[src/rtl/hsaf_conv_monitor.sv]
// Windowed-MSE convergence/divergence monitor for the Hammerstein spline adaptive filter error stream.
// Optional peak |error| output is enabled by defining HSAF_CONV_MON_PEAK_EN.
module hsaf_conv_monitor #(
    parameter int unsigned WIDTH     = 16,
    parameter int unsigned WIN_LOG2  = 6,
    parameter int unsigned HOLD      = 4,
    parameter int unsigned DIV_SHIFT = 3
) (
    input  logic                      clk,
    input  logic                      reset,
    input  logic                      valid_in,
    input  logic signed [WIDTH-1:0]   error_in,
    input  logic [2*WIDTH-1:0]        mse_thresh,
    input  logic                      clear_div,
    output logic [2*WIDTH-1:0]        mse_out,
    output logic                      mse_valid,
    output logic                      converged,
    output logic                      diverged,
    output logic [1:0]                state,
    output logic [WIN_LOG2-1:0]       win_count
`ifdef HSAF_CONV_MON_PEAK_EN
    ,
    output logic [WIDTH-2:0]          peak_err
`endif
);

    localparam int unsigned SQ_W  = 2 * WIDTH;
    localparam int unsigned ACC_W = SQ_W + WIN_LOG2;
    localparam int unsigned THR_W = SQ_W + DIV_SHIFT;
    localparam logic [3:0]  HOLD_C = 4'(HOLD);

    typedef enum logic [1:0] {
        ST_ACQUIRE   = 2'b00,
        ST_CONVERGED = 2'b01,
        ST_DIVERGED  = 2'b10
    } state_e;

    logic [WIN_LOG2-1:0]      win_count_q;
    logic                     last_d;

    logic signed [WIDTH-1:0]  err0_q;
    logic                     v0_q, l0_q;

    logic signed [SQ_W-1:0]   prod_d;
    logic [SQ_W-1:0]          sq1_q;
    logic                     v1_q, l1_q;

    logic [ACC_W-1:0]         acc_q, sum_d;
    logic [SQ_W-1:0]          mse_out_q;
    logic                     mse_valid_q;

    logic [THR_W-1:0]         thr_wide_d;
    logic [SQ_W-1:0]          div_thr_d;

    state_e                   state_q;
    logic [3:0]               below_cnt_q, below_nxt_d;
    logic                     converged_q, diverged_q;

    assign last_d = valid_in && (win_count_q == '1);

    always_ff @(posedge clk) begin
        if (reset) begin
            win_count_q <= '0;
        end else if (valid_in) begin
            win_count_q <= win_count_q + 1'b1;
        end
    end

    // Input capture stage: the sample is accepted here, squared in the next stage.
    always_ff @(posedge clk) begin
        if (reset) begin
            v0_q <= 1'b0;
            l0_q <= 1'b0;
        end else begin
            v0_q <= valid_in;
            l0_q <= last_d;
        end
        if (valid_in) begin
            err0_q <= error_in;
        end
    end

    always_comb begin
        prod_d = err0_q * err0_q;
    end

    always_ff @(posedge clk) begin
        if (reset) begin
            v1_q <= 1'b0;
            l1_q <= 1'b0;
        end else begin
            v1_q <= v0_q;
            l1_q <= l0_q;
        end
        if (v0_q) begin
            sq1_q <= prod_d;
        end
    end

    always_comb begin
        sum_d = acc_q + ACC_W'(sq1_q);
    end

    always_ff @(posedge clk) begin
        if (reset) begin
            acc_q       <= '0;
            mse_out_q   <= '0;
            mse_valid_q <= 1'b0;
        end else begin
            mse_valid_q <= 1'b0;
            if (v1_q) begin
                if (l1_q) begin
                    mse_out_q   <= sum_d[WIN_LOG2 +: SQ_W];
                    mse_valid_q <= 1'b1;
                    acc_q       <= '0;
                end else begin
                    acc_q <= sum_d;
                end
            end
        end
    end

    // Scaled divergence threshold saturates instead of wrapping.
    always_comb begin
        thr_wide_d = THR_W'(mse_thresh) << DIV_SHIFT;
        div_thr_d  = ((thr_wide_d >> SQ_W) != '0) ? '1 : thr_wide_d[SQ_W-1:0];
        below_nxt_d = below_cnt_q + 4'd1;
    end

    always_ff @(posedge clk) begin
        if (reset) begin
            state_q     <= ST_ACQUIRE;
            below_cnt_q <= '0;
            converged_q <= 1'b0;
            diverged_q  <= 1'b0;
        end else begin
            case (state_q)
                ST_ACQUIRE: begin
                    if (mse_valid_q) begin
                        if (mse_out_q >= div_thr_d) begin
                            state_q    <= ST_DIVERGED;
                            diverged_q <= 1'b1;
                        end else if (mse_out_q < mse_thresh) begin
                            if (below_nxt_d == HOLD_C) begin
                                state_q     <= ST_CONVERGED;
                                converged_q <= 1'b1;
                                below_cnt_q <= '0;
                            end else begin
                                below_cnt_q <= below_nxt_d;
                            end
                        end else begin
                            below_cnt_q <= '0;
                        end
                    end
                end
                ST_CONVERGED: begin
                    if (mse_valid_q) begin
                        if (mse_out_q >= div_thr_d) begin
                            state_q     <= ST_DIVERGED;
                            converged_q <= 1'b0;
                            diverged_q  <= 1'b1;
                        end else if (mse_out_q >= mse_thresh) begin
                            state_q     <= ST_ACQUIRE;
                            converged_q <= 1'b0;
                            below_cnt_q <= '0;
                        end
                    end
                end
                ST_DIVERGED: begin
                    if (clear_div) begin
                        state_q     <= ST_ACQUIRE;
                        diverged_q  <= 1'b0;
                        below_cnt_q <= '0;
                    end
                end
                default: begin
                    state_q     <= ST_ACQUIRE;
                    converged_q <= 1'b0;
                    diverged_q  <= 1'b0;
                    below_cnt_q <= '0;
                end
            endcase
        end
    end

`ifdef HSAF_CONV_MON_PEAK_EN
    logic [WIDTH-1:0] mag0_d;
    logic [WIDTH-2:0] abs0_d, abs1_q, pk_acc_q, pk_max_d, peak_q;

    // The most negative sample has no positive counterpart, so clip it.
    always_comb begin
        mag0_d   = err0_q[WIDTH-1] ? (~err0_q + 1'b1) : err0_q;
        abs0_d   = mag0_d[WIDTH-1] ? '1 : mag0_d[WIDTH-2:0];
        pk_max_d = (abs1_q > pk_acc_q) ? abs1_q : pk_acc_q;
    end

    always_ff @(posedge clk) begin
        if (v0_q) begin
            abs1_q <= abs0_d;
        end
        if (reset) begin
            pk_acc_q <= '0;
            peak_q   <= '0;
        end else if (v1_q) begin
            if (l1_q) begin
                peak_q   <= pk_max_d;
                pk_acc_q <= '0;
            end else begin
                pk_acc_q <= pk_max_d;
            end
        end
    end

    assign peak_err = peak_q;
`endif

    assign win_count = win_count_q;
    assign mse_out   = mse_out_q;
    assign mse_valid = mse_valid_q;
    assign converged = converged_q;
    assign diverged  = diverged_q;
    assign state     = state_q;

endmodule

[config.mk]
export PLATFORM = sky130hd
export DESIGN_NAME = hsaf_conv_monitor
export DESIGN_NICKNAME = d
export VERILOG_FILES = /design/src/rtl/hsaf_conv_monitor.sv
export SDC_FILE = /design/constraint.sdc
export NUM_CORES = 1
export LEC_CHECK = 0
export ABC_AREA = 1
export ABC_CLOCK_PERIOD_IN_PS = 6970
export CORE_MARGIN = 2
export CORE_UTILIZATION = 64
export CTS_BUF_LIST = sky130_fd_sc_hd__clkbuf_8
export CTS_CLUSTER_SIZE = 28
export DETAILED_ROUTE_END_ITERATION = 8
export PLACE_DENSITY = 0.86
export SLEW_MARGIN = 20
export SYNTH_ARGS = -nofsm -noshare
export SYNTH_HDL_FRONTEND = slang
export SYNTH_SLANG_ARGS = --single-unit
[constraint.sdc]
create_clock -name clk -period 6.97 [get_ports clk]
set_clock_uncertainty 0.15 [all_clocks]
set_input_delay 1.0455 -clock clk [delete_from_list [all_inputs] [get_ports clk]]
set_output_delay 1.0455 -clock clk [all_outputs]
set_load 0.02 [all_outputs]
==> results.json <==
{
  "synthesis.nets": 2801,
  "crit_path_end_kind": "flip-flop",
  "hold_viol": 0,
  "nFillCells": 2129,
  "grt_pass1_vias": 15983,
  "ys_async_sr_fraction_pct": 0,
  "crit_required_ps": 7030,
  "tritoncts": "yes",
  "setup_tns_ps": 0,
  "final_net_count": 2877,
  "max-slew-margin-rel_pct": 38.3,
  "cap_violations": 0,
  "syn_area_mm2": 0.0179,
  "start_util_pct": 64.7,
  "grt_max_degree": 69,
  "clk_pin_slew_ps": 90,
  "cp_cell_sequence": "nand2_1 > inv_1 > fa_1 > fa_1 > inv_1 > fa_1 > inv_1 > fa_1 > inv_1 > fa_1 > fa_1 > inv_1 > ha_1 > nand2_1 > a21oi_1 > a211oi_1 > o2111ai_1 > xor2_1",
  "cts_num_sinks": 136,
  "max_freq_mhz": 154,
  "insertion_delay_ps": 470,
  "cts.repair.resized": 0,
  "synth_top_area_share_pct": 26.6,
  "synth_edf_count": 47,
  "critPathMaxStageDelay_ps": 810,
  "arrival_ps": 6550,
  "grt.total_usage_pct": 31.1,
  "crit_top_cell": "fa_1",
  "cp-start-kind": "flip-flop",
  "worst_path_max_delay_cell": "fa_1",
  "setup-violations-final": 0,
  "num_rows": 61,
  "slew_viol_final": 0,
  "clockBufferDepth": 2,
  "rsz0062_at_grt": "no",
  "tightest_slew_ps": 924,
  "yosys_warnings": 0,
  "drt_iter0_drc": 976,
  "cts_hold_buf": 0,
  "synth_cell_types": 45,
  "drive_above_1_share_pct": 3.80,
  "status": "finished, final reports clean",
  "place_congestion": 0.957,
  "numCtsBuffers": 17,
  "drcViolationCount": 0,
  "crit_fanout": 13,
  "synth_seq_cells": 136,
  "yosysSeqAreaShare_pct": 17.9,
  "wl_per_cell_um": 15.5,
  "overflow": 0,
  "syn_area_per_cell_um2": 7.68,
  "timing.setup.critical_path_class": "reg2reg",
  "synth.area.top_cells": "fa_1 27%, ha_1 13%, inv_1 12%, dfxtp_1 10%, nand2_1 9.6%",
  "routed-via-count": 15142,
  "clockRootBuffer": "clkbuf_8",
  "grt_pass1_wl_um": 72400,
  "dr.pass1.iters": 7,
  "routed_wl_um": 43300,
  "dieWidth_um": 171,
  "period_minus_slack_ps": 6490,
  "utilization_pct": 71.2,
  "synthCells": 2329,
  "cp_num_buf_inv": 5,
  "core_mm2": 0.0276,
  "post_cts_buffers": 0,
  "drtAntennaViolNets": 0,
  "htreeDepth": 4,
  "area_delta_synth_final_pct": 9.97,
  "die-height_um": 171,
  "hold_class": "reg2reg",
  "yosys.area.top_type": "fa_1",
  "vias_per_cell": 5.41,
  "critPathTopFamily": "adder cells",
  "port_buffers": 94,
  "place_hpwl_um": 36100,
  "post-route-period-util_pct": 93.1,
  "ys.flop_type": "dfxtp_1",
  "pin_count": 95,
  "antenna_found_initial": 0,
  "dieArea_mm2": 0.0293
}
==> cell families after synthesis <==
family	count (synthesis)	synth area share, %
and+or+nand+nor	775	17.4
buffers and inverters	649	13.6
adders and majority gates	420	39.4
AOI/OAI and AO/OA	295	9.07
DFF	136	17.9
xor gates and xnor gates	54	2.64
==> placed cells by master (no fill, tap or decap), drive strengths merged, types with 35 or more instances in the layout <==
cell and instances:
a21oi 155, clkdlybuf4s50 92, dfxtp 89, edfxtp 47
fa 238, ha 182, inv 594, nand2 462
nand3 54, nor2 212, o21ai 94, xor2 35
==> routing by layer <==
metal  track usage, %  routed length [um]  vias up
li1                 -                   -     7220
met1             36.2               16900     7159
met2             55.9               21900      609
met3             5.57                2910      154
met4             14.0                1690        0
met5                0                   0        -
==> cell type report <==
cell class	count	area, um^2	area share, %
flip-flops and latches	136	3190	16.2
clock inverters	15	199	1.01
multi-input cells	1544	12300	62.3
well taps	378	473	2.40
repair buffers	116	1100	5.57
clock buffers	17	234	1.19
diodes	1	2.50	0.0127
inverters	590	2210	11.3
==> synth_stat cells, drive strengths merged, types with 2 or more instances <==
library cell / count
nand3: 54
nand4: 10
inv: 588
nor3: 24
nand3b: 2
buf: 2
ha: 182
o21a: 8
a211oi: 2
dfxtp: 89
o211ai: 9
clkbuf: 57
clkinv: 2
a31oi: 5
o21ai: 94
xnor2: 19
nor2: 212
a21boi: 3
a21oi: 155
a21o: 7
or2: 8
edfxtp: 47
nand2: 462
o21bai: 6
o31ai: 2
nor4: 2
xor2: 35
fa: 238
==> registers in the layout (all words and copies together), names as in the netlist <==
| signal | count |
|---|---|
| state | 2 |
| below_cnt_q | 4 |
| mse_out | 32 |
| v0_q | 1 |
| err0_q | 16 |
| l0_q | 1 |
| converged | 1 |
| acc_q | 38 |
| l1_q | 1 |
| sq1_q | 31 |
| mse_valid | 1 |
| diverged | 1 |
| win_count | 6 |
| v1_q | 1 |
==> worst paths after layout <==
kind | startpoint | to | slack [ps] | cells past startpoint
max reg2reg | err0_q[15]$_DFFE_PP_ | sq1_q[30]$_DFFE_PP_ | 480 | 18
min reg2reg | l0_q$_SDFF_PP0_ | l1_q$_SDFF_PP0_ | 270 | 2
max | err0_q[15]$_DFFE_PP_ | sq1_q[30]$_DFFE_PP_ | 480 | 18
min | l0_q$_SDFF_PP0_ | l1_q$_SDFF_PP0_ | 270 | 2
==> worst register-to-register path: cells and delay by family, from the launching register on <==
family	cells	cell delay, ps
and+or+nand+nor	2	320
AOI/OAI and AO/OA	3	520
buffers and inverters	5	460
adders and majority gates	7	3960
DFF	1	610
xor gates and xnor gates	1	190
==> through the flow <==
stage	area [um^2]	cells	hold slack (ps)	worst slack, ps
2_1_floorplan	17900	2329	238	811
3_3_place_gp	19200	2763	250	578
3_5_place_dp	19200	2763	266	268
4_1_cts	19700	2795	275	253
5_1_grt	19700	2796	285	186
6_report	19700	2797	273	484
Power is left out: the tool's default activity adds up to more than one toggle a clock period on the data nets, which glitch-free logic cannot reach.
